==> config.mk <==
export PLATFORM = sky130hd
export DESIGN_NAME = imem_boot_loader
export DESIGN_NICKNAME = d
export VERILOG_FILES = /design/src/rtl/imem_boot_loader.sv
export SDC_FILE = /design/constraint.sdc
export NUM_CORES = 1
export LEC_CHECK = 0
export ABC_AREA = 0
export CORE_ASPECT_RATIO = 1.5
export CORE_MARGIN = 4
export CORE_UTILIZATION = 30
export CTS_CLUSTER_SIZE = 16
export DETAILED_ROUTE_END_ITERATION = 16
export PLACE_DENSITY_LB_ADDON = 0.2
export SYNTH_ARGS = -nofsm -noshare
export SYNTH_HDL_FRONTEND = slang
export SYNTH_SLANG_ARGS = --single-unit
==> constraint.sdc <==
create_clock -name clock -period 1.7 [get_ports clock]
set_clock_uncertainty 0.05 [all_clocks]
set_input_delay 0.34 -clock clock [delete_from_list [all_inputs] [get_ports clock]]
set_output_delay 0.34 -clock clock [all_outputs]
set_load 0.05 [all_outputs]
==> src/rtl/imem_boot_loader.sv <==
// Boot loader: streams a program image into instruction memory, then holds the
// CPU in reset for RESET_HOLD cycles before releasing it.
module imem_boot_loader #(
    parameter int unsigned ADDR_WIDTH = 8,
    parameter int unsigned DATA_WIDTH = 32,
    parameter int unsigned RESET_HOLD = 4
) (
    input  logic                  clock,
    input  logic                  reset,
    input  logic                  s_valid,
    output logic                  s_ready,
    input  logic [DATA_WIDTH-1:0] s_data,
    input  logic                  s_last,
    output logic                  imem_we,
    output logic [ADDR_WIDTH-1:0] imem_addr,
    output logic [DATA_WIDTH-1:0] imem_wdata,
    output logic                  cpu_reset_n,
    output logic                  busy,
    output logic                  done,
    output logic                  overflow_err,
    output logic [ADDR_WIDTH:0]   word_count
);

    localparam int unsigned HOLD_W = (RESET_HOLD < 2) ? 1 : $clog2(RESET_HOLD);
    localparam logic [ADDR_WIDTH-1:0] LAST_ADDR = '1;

    typedef enum logic [2:0] {
        IDLE  = 3'd0,
        LOAD  = 3'd1,
        HOLD  = 3'd2,
        RUN   = 3'd3,
        ERROR = 3'd4
    } state_t;

    state_t                state;
    logic [ADDR_WIDTH-1:0] ptr;
    logic [HOLD_W-1:0]     hold_cnt;
    logic                  handshake;

    // Ready is a pure decode of the registered state, so it never depends on s_valid.
    assign s_ready   = (state == LOAD);
    assign handshake = s_valid & s_ready;

    always_ff @(posedge clock) begin
        if (reset) begin
            state        <= IDLE;
            ptr          <= '0;
            hold_cnt     <= '0;
            imem_we      <= 1'b0;
            imem_addr    <= '0;
            imem_wdata   <= '0;
            cpu_reset_n  <= 1'b0;
            busy         <= 1'b0;
            done         <= 1'b0;
            overflow_err <= 1'b0;
            word_count   <= '0;
        end else begin
            imem_we <= 1'b0;
            case (state)
                IDLE: begin
                    state <= LOAD;
                    busy  <= 1'b1;
                end
                LOAD: begin
                    if (handshake) begin
                        imem_we    <= 1'b1;
                        imem_addr  <= ptr;
                        imem_wdata <= s_data;
                        ptr        <= ptr + 1'b1;
                        word_count <= word_count + 1'b1;
                        // A last word at the top address is a legal full image.
                        if (s_last) begin
                            state <= HOLD;
                        end else if (ptr == LAST_ADDR) begin
                            state        <= ERROR;
                            overflow_err <= 1'b1;
                            busy         <= 1'b0;
                        end
                    end
                end
                HOLD: begin
                    if (hold_cnt == HOLD_W'(RESET_HOLD - 1)) begin
                        state       <= RUN;
                        busy        <= 1'b0;
                        done        <= 1'b1;
                        cpu_reset_n <= 1'b1;
                    end else begin
                        hold_cnt <= hold_cnt + 1'b1;
                    end
                end
                RUN, ERROR: begin
                    state <= state;
                end
                default: begin
                    state <= IDLE;
                end
            endcase
        end
    end

endmodule
==> Word level (Yosys, flattened, before mapping) <==
Cells that the tools add are included.
W data, S select, Z words.
{ "classes": {"addsub": 3, "eq_ne": 11, "mux": 11, "bitwise": 5, "n_reduce_logical": 10} }
{ "op_table": {"columns": ["operator", "count"], "rows": [
  ["$mux W3", 4],
  ["$pmux W3 S4", 1],
  ["$add A9 B1 Y9 const B", 1],
  ["$add A8 B1 Y8 const B", 1],
  ["$eq A8 B8 Y1 const B", 1],
  ["$reduce_and A4 Y1", 2],
  ["$eq A3 B2 Y1 const B", 2],
  ["$reduce_and A2 Y1", 3],
  ["$mux W1", 5],
  ["$reduce_and A5 Y1", 1],
  ["$ne A2 B1 Y1 const B", 2],
  ["$ne A2 B2 Y1 const B", 2],
  ["$not A1 Y1", 4],
  ["$reduce_or A2 Y1", 2],
  ["$eq A3 B1 Y1 const B", 1],
  ["$eq A3 B3 Y1 const B", 1],
  ["$logic_not A3 Y1", 1],
  ["$ne A3 B1 Y1 const B", 1],
  ["$pmux W1 S3", 1],
  ["$reduce_bool A3 Y1", 1],
  ["$add A2 B1 Y2 const B", 1],
  ["$eq A2 B2 Y1 const B", 1],
  ["$and A1 B1 Y1", 1]
]} }
{ "totals": {"reg_bits": 66, "in_bits": 36, "output_inout_bits": 55, "wordCells": 50} }

==> Depth between registers and ports, before layout <==
Gate-level depths: netlist of run 1.
{ "depth": {"ltp_word": 5, "ltp_mapped": 7} }

==> Worst setup path after synthesis of run 1 <==
OpenSTA, ideal clock, no wires.
{ "synth_path": {"kind": "flip-flop to flip-flop", "from": "reg state[2]", "to": "reg busy", "arrival_ns": 1.554, "setup_slack_ns": 0.021, "path_stages_with_launch": 6, "n_path_buf": 1, "synth_period_minus_slack_ns": 1.679, "cell_sequence": "dfxtp_1 -> buf_6 -> nand2b_1 -> nor2_1 -> a211oi_1 -> o21ai_0"} }
{ "synth_between": {"elab_chain_len": 4, "elab_cells_between_ends": 11} }
{ "synth_lines": {"columns": ["element", "line", "rtl"], "rows": [
  ["from (decl)", "35", "state_t state;"],
  ["from (signal assigned)", "92", "state <= state;"],
  ["$eq A3 B1 Y1 (*)", "41", "assign s_ready = (state == LOAD);"],
  ["via s_ready", "11", "output logic s_ready,"],
  ["$and A1 B1 Y1", "42", "assign handshake = s_valid & s_ready;"],
  ["$ne A2 B1 Y1 (no source line)", null, null],
  ["$reduce_and A5 Y1 (no source line)", null, null],
  ["to (signal assigned)", "53", "busy <= 1'b0;"],
  ["to (signal assigned)", "62", "busy <= 1'b1;"],
  ["to (signal assigned)", "77", "busy <= 1'b0;"],
  ["to (decl)", "18", "output logic busy,"]
]} }
Mark *: on every way through the listed nets, which the timed path passes. The rest lies on a longest branch.
A chain may end at the register's enable or synchronous reset.

==> Worst setup path in the final report of run 1 <==
{ "layout_path": {"from": "reg state[1]", "to": "reg state[0]"} }
{ "layout_between": {"elab_chain_len": 4, "elab_cells_between_ends": 13} }
{ "layout_lines": {"columns": ["element", "line"], "rows": [
  ["$eq A3 B1 Y1, or another cell as far along", "41, 59"],
  ["$and A1 B1 Y1 / $reduce_or A2 Y1 (equally long branches)", "42, 59"],
  ["$ne A2 B1 Y1 (no source line) / $not A1 Y1 (equally long branches)", null],
  ["$reduce_and A4 Y1 (no source line)", null]
]} }
Parallel ways exist; a longest one is shown, timed or not.

==> results of run 1 <==
## routing by layer
metal,GRT usage,up-vias
met5,0,-
met4,0.0543,0
met3,0.0319,9
met2,0.225,51
met1,0.148,1086
li1,-,1230
## flip-flops by register name, summed over array words and instances (netlist names)
name          count
state             3
ptr               8
done              1
overflow_err      1
imem_addr         8
imem_wdata       32
imem_we           1
word_count        9
hold_cnt          2
busy              1
## where the power goes
part / leakage [uW] / internal (uW) / total (uW) / switching, uW
Combinational: 0.000887 / 595 / 1500 / 907
Clock: 0.000147 / 1320 / 1990 / 668
Sequential: 0.000535 / 1690 / 1780 / 89.0
## repair_timing
item / in CTS / in global routing
setup endpoints to repair: 1 / 3
resized for setup: 1 / 4
pin swaps: 0 / 0
hold endpoints to repair: 0 / 0
## cells by family (layout without fill, tap and decap cells)
group | Yosys count | count (layout) | synth area share
xor+xnor | 15 | 15 | 0.0511
flops | 66 | 66 | 0.514
simple gates | 147 | 147 | 0.251
buf+inv | 25 | 132 | 0.0501
fa+ha+maj | 3 | 3 | 0.0146
compound gates | 55 | 55 | 0.116
mux | 1 | 1 | 0.00389
## critical path: stages (launching register included)
cell and delay [ns]:
dfxtp_1 0.40, or4b_4 0.58, o21bai_1 0.19, a211o_1 0.29, nand2_1 0.05
## cells in the mapped netlist
master,instances
a211o_1,1
nor3b_1,1
nand4bb_1,1
o221a_2,1
and4bb_2,1
buf_2,7
xor2_1,6
and3_1,3
o21bai_1,1
clkdlybuf4s15_1,1
a211oi_1,2
a22oi_1,1
a31oi_1,2
xnor2_1,9
inv_1,3
nor2_1,24
clkbuf_2,1
a21oi_1,45
buf_4,1
or3_1,1
or4b_4,1
nand2b_1,2
or3b_2,1
nor3_1,6
buf_6,2
nand3_1,3
nand4b_1,1
ha_1,3
o21ai_0,2
clkbuf_1,10
nand2_1,92
and2b_1,1
mux2i_1,1
nand4_1,6
or2_2,1
dfxtp_1,66
nor4_1,1
or2b_1,1
## per-stage QoR
stage / hold slack (ns) / std cells / setup WS [ns]
after floorplan: 0.408 / 312 / 0.0215
after detailed placement: 0.398 / 510 / -0.201
after global routing: 0.422 / 526 / -0.0152
final: 0.402 / 526 / 0.0643
after CTS: 0.405 / 526 / 0.0248
after global placement: 0.393 / 510 / -0.186
## worst max path at each step
stage / depth (start not counted) / startpoint / endpoint / slack, ns
final: 4 / state[1] / state[0] / 0.06
after global routing: 4 / state[1] / state[0] / -0.02
after floorplan: 5 / state[2] / busy / 0.02
after detailed placement: 5 / s_last / state[0] / -0.20
after global placement: 5 / s_last / state[0] / -0.19
after CTS: 4 / state[0] / s_ready / 0.02
## cell type report
class                   instances  area (um^2)  area share
flip-flops and latches         66         1320       0.332
multi-input cells             221         1140       0.287
repair buffers                113         1040       0.262
clock buffers                  10          239      0.0600
well taps                     107          134      0.0336
clock inverters                 6         90.1      0.0226
inverters                       3         11.3     0.00283
==> metrics.txt, run 1 <==
most common cell after layout, fill and taps aside=nand2_1; die footprint=~10000 um^2; total track usage=0.129; status=finished, final reports clean; Die W=83.6 um; top cell type's share of synthesized area=0.514; clock tree buffer depth=2; Skew-Pair Late Insertion Delay=~0.32 ns; Worst R2R End=state[0]; Final nets=~450; chip height=between 100 and 150 um; Pins Over Slew Limit=0; min Tclk post-route=~1.6 ns; grt ovf=0; vias in the first global route=~2300; Final Setup Violations=0; Cell Area, Synth=between 2000 and 3000 um^2; Worst Hold End=imem_wdata[8]; largest net degree at the start of global routing=27; Least-Margin Pin Slew=around 0.56 ns; synth warn=0; initial antenna violation count=0; Critical Path RT=~1.9 ns; Ports=slightly above 90; nature of the critical path startpoint=flop; vias per cell=~4.5; largest area contributor in the netlist=dfxtp_1; synth top area cells=dfxtp_1 (51%), nand2_1 (13%), a21oi_1 (8.8%); Tot Pwr=between 5000 and 6000 uW; share of cells above drive strength 1=0.251; post-CTS setup repair buffer count=0; CTS Buf Count=9; Vias=between 2000 and 2500; worst hold path type=flop to flop; Initial DRT Pass Iterations=4; wire length of the first global-routing pass=roughly 11 mm; Initial Util=0.306; DR iter-0 viols=65; CTS clock-pin slew for the worst setup and hold paths=approximately 0.050 ns; DP HPWL=about 4.6 mm; pwr/cell area=~1300 nW/um^2; register area share after synthesis=0.514; H-tree Lvls=3; Setup TNS=0 ns; FMAX=611 MHz; Final Util=0.474; beginning of the worst hold path=imem_wdata[8]; root buffer cell=clkbuf_16; final hold vios=0; Syn Nets=between 300 and 400; antenna-violating nets left=0; Netlist cell types=38; slack of the worst reg-to-reg path=between 0.06 and 0.07 ns; Max Cap Violations=0; CTS Hold Bufs=0; Routability Congestion=about 0.73; FF+latch count, synth=66; RSZ-0062 raised after global routing=yes; wire per inst=12.0 um; Final Cycle Share=0.962; Lkg Pwr=~0.0016 uW; met3 routed WL=around 280 um; R2R Path Start=state[1]; Post-Synthesis Cells=312; # fillers=867; WL final=6.29 mm; I/O Buffers=90; Slew headroom=0.626; Crit Path Max Fanout=10; CTS tree=built; # DRC=0; wire length on met1=~2.6 mm; VDD IR-drop max=659 uV; Worst setup EP type=flop; Crit path arrival time=1.84 ns; Reg2Reg Depth=4; area grow syn2layout=54.9%; # diodes=0; CP Class=flop to flop; uppermost layer routed=met4; cell area after placement=approximately 3600 um^2; # rows=around 40; Layout Cell Area excl Fill=3990 um^2; met2 WL=between 3 and 4 mm; commonest non-fill, non-tap cells in the layout=nand2_1 (92), buf_4 (69), dfxtp_1 (65); Hold Path Stages=2; total core area=roughly 8400 um^2; CTS sink count=between 60 and 70; syn avg cell area=just over 8 um^2
No activity file was read; power rests on OpenSTA's default activity.
==> run 2: changes to the inputs <==
Settings changed: CAP_MARGIN from default to 20.
==> results of run 2 <==
Same layout as run 1: the final DEF is identical, and so are final timing and power.
==> run 3: changes to the inputs <==
Settings changed: CTS_CLUSTER_DIAMETER from default to 120, SKIP_LAST_GASP from default to 1.
==> metrics.txt, run 3 (synthesis results as in run 1) <==
pwr/cell area=1320 nW/um^2 (about the same); DP HPWL=4.62 mm (unchanged); Critical Path RT=1.31 ns (-0.60 ns); crit path cell chain=buf_4 -> nand2b_1 -> nor2_2 -> buf_12; uppermost layer routed=met4; area grow syn2layout=54.5%; met3 routed WL=280 um (unchanged); Max Cap Violations=0 (unchanged); Final Util=0.472 (-0.00119); RSZ-0062 raised after global routing=yes; nature of the critical path startpoint=flop; Worst setup EP type=output pin; wire per inst=11.9 um (about the same); vias per cell=4.50 (-0.42%); CP Class=flop to output pin; Initial DRT Pass Iterations=4 (unchanged); Routability Congestion=0.732 (unchanged); chip height=121 um (unchanged); antenna-violating nets left=0 (unchanged); Least-Margin Pin Slew=0.563 ns (+0.00173 ns); status=finished, final reports clean; CTS Hold Bufs=0 (unchanged); max FFs per register=32 (unchanged); register with the highest flop count=imem_wdata; PnR worst setup slack=0.0844 ns (+0.0201 ns); Crit path arrival time=1.23 ns (-0.61 ns); # DRC=0 (unchanged); Vias=2366 (-0.42%); root buffer cell=clkbuf_16; worst hold slack=0.402 ns (unchanged); Crit-path slowest cell=dfxtp_2; grt ovf=0 (unchanged); max incr delay on CP=0.37 ns (-0.21 ns); area of the multi-input gates=1130 um^2 (-0.87%); DR iter-0 viols=69 (+6.2%); vias in the first global route=2290 (unchanged); post-CTS setup repair buffer count=0 (unchanged); FMAX=619 MHz (+1.2%); share of cells above drive strength 1=0.248 (-0.00239); dpl cells=510 (unchanged); H-tree Lvls=3 (unchanged); commonest non-fill, non-tap cells in the layout=nand2_1 (92), buf_4 (69), dfxtp_1 (65); WL final=6.28 mm (about the same); total track usage=0.129 (unchanged); # fillers=867 (unchanged); met2 WL=3.27 mm (about the same); wire length on met1=2.64 mm (-0.30%); Ports=91 (unchanged); largest net degree at the start of global routing=27 (unchanged); Final Setup Violations=0 (unchanged); Lkg Pwr=0.00157 uW (-0.14%); total core area=8410 um^2 (unchanged); pre-CTS WS=-0.201 ns (unchanged); Hold Path Stages=2 (unchanged); min Tclk post-route=1.62 ns (-0.0201 ns); Final nets=453 (unchanged); Skew-Pair Late Insertion Delay=0.32 ns (about the same); register area=1320 um^2 (unchanged); Slew headroom=0.625 (-0.00115); VDD IR-drop max=659 uV (about the same); most common cell after layout, fill and taps aside=nand2_1; final hold vios=0 (unchanged); Initial Util=0.306 (unchanged); worst hold path type=flop to flop; biggest regs=imem_wdata x32, word_count x9; clock tree buffer depth=2 (unchanged); Final Cycle Share=0.950 (-0.0118); Die W=83.6 um (unchanged); CTS tree=built; non-filler instance count after layout=526 (unchanged); initial antenna violation count=0 (unchanged); CTS clock-pin slew for the worst setup and hold paths=0.05 ns (about the same); Crit Path Max Fanout=6 (-4); die footprint=10200 um^2 (unchanged); Pins Over Slew Limit=0 (unchanged); CTS sink count=66 (unchanged); # rows=41 (unchanged); CTS Buf Count=9 (unchanged); I/O Buffers=90 (unchanged); Reg2Reg Depth=4 (unchanged); # diodes=0 (unchanged); wire length of the first global-routing pass=10.6 mm (unchanged); Tot Pwr=5260 uW (-0.35%)
run 3: cell counts in the layout (fill, tap and decap cells not counted):
Identical to the previous run, type by type.
run 3: path summary, 6_finish.rpt:
kind	start	slack, ns	to
min	imem_wdata[8]	0.40	imem_wdata[8]
max	state[0]	0.08	s_ready
min reg2reg	imem_wdata[8]	0.40	imem_wdata[8]
max reg2reg	state[1]	0.09	state[0]
run 3: report_power, final:
group / switching, uW / total, uW / internal [uW]
clock network: 668 / 1990 / 1320
registers: 87.3 / 1780 / 1690
logic: 899 / 1490 / 587
run 3: worst max-delay path, delay by kind of cell (launching register included):
family,cells,cell delay (ns)
AND/OR/NAND/NOR,2,0.24
buffers and inverters,2,0.30
flip-flops,1,0.37
run 3: final cells by class:
class | count | area share
Tap cell | 107 | 0.0337
Timing Repair Buffer | 113 | 0.263
Clock inverter | 6 | 0.0227
Multi-Input combinational cell | 221 | 0.285
Inverter | 3 | 0.00283
Sequential cell | 66 | 0.333
Clock buffer | 10 | 0.0601
run 3: per-layer routing:
layer	GRT usage	vias to the layer above
met3	0.0319	9
li1	-	1229
met5	0	-
met1	0.148	1077
met2	0.225	51
met4	0.0543	0
run 3: stage by stage:
step / TNS [ns] / cell area [um^2]
finish: 0 / 3980
detailed placement: -3.53 / 3640
global route: -0.0884 / 3980
floorplan: 0 / 2570
global placement: -3.06 / 3640
CTS: 0 / 3970
run 3: what timing repair did:
action | CTS | global route
gates resized for setup | 1 | 2
pin swaps | 0 | 0
endpoints found under the setup margin | 1 | 3
cloned | 0 | 0
==> RTL change: new RTL, config.mk and constraints of run 1 <==
The parameter `DATA_WIDTH` goes from 32 to 24.
--- a/src/rtl/imem_boot_loader.sv
+++ b/src/rtl/imem_boot_loader.sv
@@ -4,3 +4,3 @@
     parameter int unsigned ADDR_WIDTH = 8,
-    parameter int unsigned DATA_WIDTH = 32,
+    parameter int unsigned DATA_WIDTH = 24,
     parameter int unsigned RESET_HOLD = 4
Ports: changed (resized imem_wdata and s_data); port bits go from 91 to 75. The function was not compared with the original's and may differ.
==> RTL change against run 1 <==
  * The flow now finishes with violations (setup timing)
  * Worst setup slack worse by 130 ps
  * Die area is 9.4% lower
  * Area after synthesis decreased by 10%
  * Final area is 12% lower
  * Global-route usage is 1.1 points higher
  * Wire length shrank 4.9%
  * Sequential cell count decreased by 8
  * Sequential share of layout area is 0.063 points higher
  * Maximum frequency is 7.3% lower
Power is not compared: it rests on default switching activity, and its combinational part moved more than twofold at a synthesized area within 25%.
==> RTL change: results (changes against run 1) <==
----------------------------------------------------
[Placed design]
  Port Buf Inserts ... 74 (-18%)
  Half-perimeter wire length of the detailed placement result ... 4150 µm (-10%)
  Worst setup timing slack at the placement stage ... -323.9 ps (-123.0 ps)
  Inst Count DP ... 455 (-11%)
  Routability congestion estimate ... 0.7916 (+8.2%)

[Status]
  Run status ... finished, violations left
  Violated checks ... setup timing

[Worst hold path]
  Type of the worst min-delay path ... primary input to flip-flop

[Yosys]
  Commonest cells in the synthesized netlist ... 71 x sky130_fd_sc_hd__nand2_1, 58 x sky130_fd_sc_hd__dfxtp_1, 48 x sky130_fd_sc_hd__a21oi_1, 13 x sky130_fd_sc_hd__clkbuf_1
  Synthesized Nets ... 311 (-11%)
  Portion of the post-synthesis area used by sequential elements ... 50.27% (-1.1 points)
  Post-Syn Instances ... 280 (-10%)
  Number of enable-type register cells in the synthesized netlist ... 0 (unchanged)
  Count of unique library cells instantiated by Yosys ... 36 (-5.3%)
  Most area-consuming cells after synthesis ... sky130_fd_sc_hd__dfxtp_1 50%, sky130_fd_sc_hd__nand2_1 12%, sky130_fd_sc_hd__a21oi_1 10%, sky130_fd_sc_hd__o31ai_1 2.9%, sky130_fd_sc_hd__or4_1 2.6%

[Critical path]
  Maximum fanout along the worst path ... 2 (-8)
  Crit path arrival time ... 1370 ps (-470 ps)

[Global route]
  All-layer global routing usage ... 13.91% (+1.1 points)
  First-pass GRT wire length ... 10020 µm (-5.8%)
  Largest net degree at the start of global routing ... 37 (+37%)
  Antenna violations before repair ... 0 (unchanged)

[Clock tree]
  Cell at the root of the clock tree ... sky130_fd_sc_hd__clkbuf_8
  Number of buffers created by CTS ... 9 (unchanged)
  Clock slew at the register clock pins of the worst setup and hold paths ... 70 ps (+20 ps)

[Routing]
  DRT iter0 DRCs ... 136 (+110%)
  Sum of routed wire length over all layers ... 5977 µm (-4.9%)
  Number of vias after detailed routing ... 2234 (-6.0%)

[Timing]
  Slew of the pin with the lowest slew margin ... 356.5 ps (-204.8 ps)
  Total of endpoints with negative setup slack in the final report ... 1 (+1)
  Setup WS post-layout ... -64.23 ps (-128.5 ps)

[Final layout]
  Number of nets in the layout ... 402 (-11%)
  Final standard cell count with taps included and fillers excluded ... 476 (-9.5%)
  Proportion of layout cells with a drive suffix above 1 ... 27.66% (+2.6 points)
  Largest registers ... imem_wdata (24), word_count (9)

----------------------------------------------------
## RTL change: final cells by class
class                           count  area, µm²
Fill cell                         753       3859
Sequential cell                    58       1167
Multi-Input combinational cell    192       1064
Timing Repair Buffer              101      898.4
Clock buffer                       11      141.4
Tap cell                          100      125.1
Clock inverter                      5      77.57
Inverter                            9      37.54
## RTL change: metal layers
| metal | GRT usage, % | wire length (µm) | vias up |
|---|---|---|---|
| li1 | - | - | 1151 |
| met1 | 15.70 | 2486 | 1030 |
| met2 | 23.70 | 3085 | 44 |
| met5 | 0 | 0 | - |
| met3 | 3.421 | 291 | 9 |
| met4 | 7.913 | 114 | 0 |
## RTL change: path summary, 6_finish.rpt
path	start	to	slack (ps)	cells past startpoint
min reg2reg	imem_wdata[4]$_SDFFE_PP0P_	imem_wdata[4]$_SDFFE_PP0P_	400	2
min	reset	done$_SDFFE_PP0P_	330	2
max	state[2]$_SDFFE_PP0P_	s_ready	-60	4
max reg2reg	state[2]$_SDFFE_PP0P_	word_count[8]$_SDFFE_PP0P_	70	4
## RTL change: per-stage QoR
step	setup TNS, ps	util (%)	cell area, µm²
6_report	-64.23	47.64	3511
4_1_cts	-90.86	47.11	3472
2_1_floorplan	0	-	2316
5_1_grt	-119.4	47.64	3511
3_5_place_dp	-13100	43.55	3209
3_3_place_gp	-11370	43.55	3209
## RTL change: kinds of logic after synthesis
group / after synthesis / synth area share (%)
flops: 58 / 50.27
buf+inv: 30 / 5.688
compound gates: 70 / 17.17
simple gates: 114 / 23.19
mux: 2 / 0.9209
fa+ha+maj: 3 / 1.625
xor+xnor: 3 / 1.138
## RTL change: timing repair
item / in CTS / in global routing
cloned: 0 / 1
pin swaps: 1 / 1
buffers inserted: 4 / 0
resized for setup: 5 / 7
hold endpoints to repair: 0 / 0
endpoints found under the setup margin: 1 / 33
## RTL change: worst max-delay path: stages, from the launching register on
cell and delay (ps):
sky130_fd_sc_hd__dfxtp_2 320, sky130_fd_sc_hd__or3b_4 390, sky130_fd_sc_hd__buf_6 130, sky130_fd_sc_hd__clkinvlp_4 80
sky130_fd_sc_hd__buf_12 130
## RTL change: power by group through the flow
stage          Sequential (mW)  Combinational (mW)  Clock [mW]
2_1_floorplan             1.62               0.191           0
3_3_place_gp              1.47               0.592           0
3_5_place_dp              1.48               0.596           0
4_1_cts                   1.45               0.614        1.45
5_1_grt                   1.45               0.668        1.53
6_report                  1.44               0.619        1.41
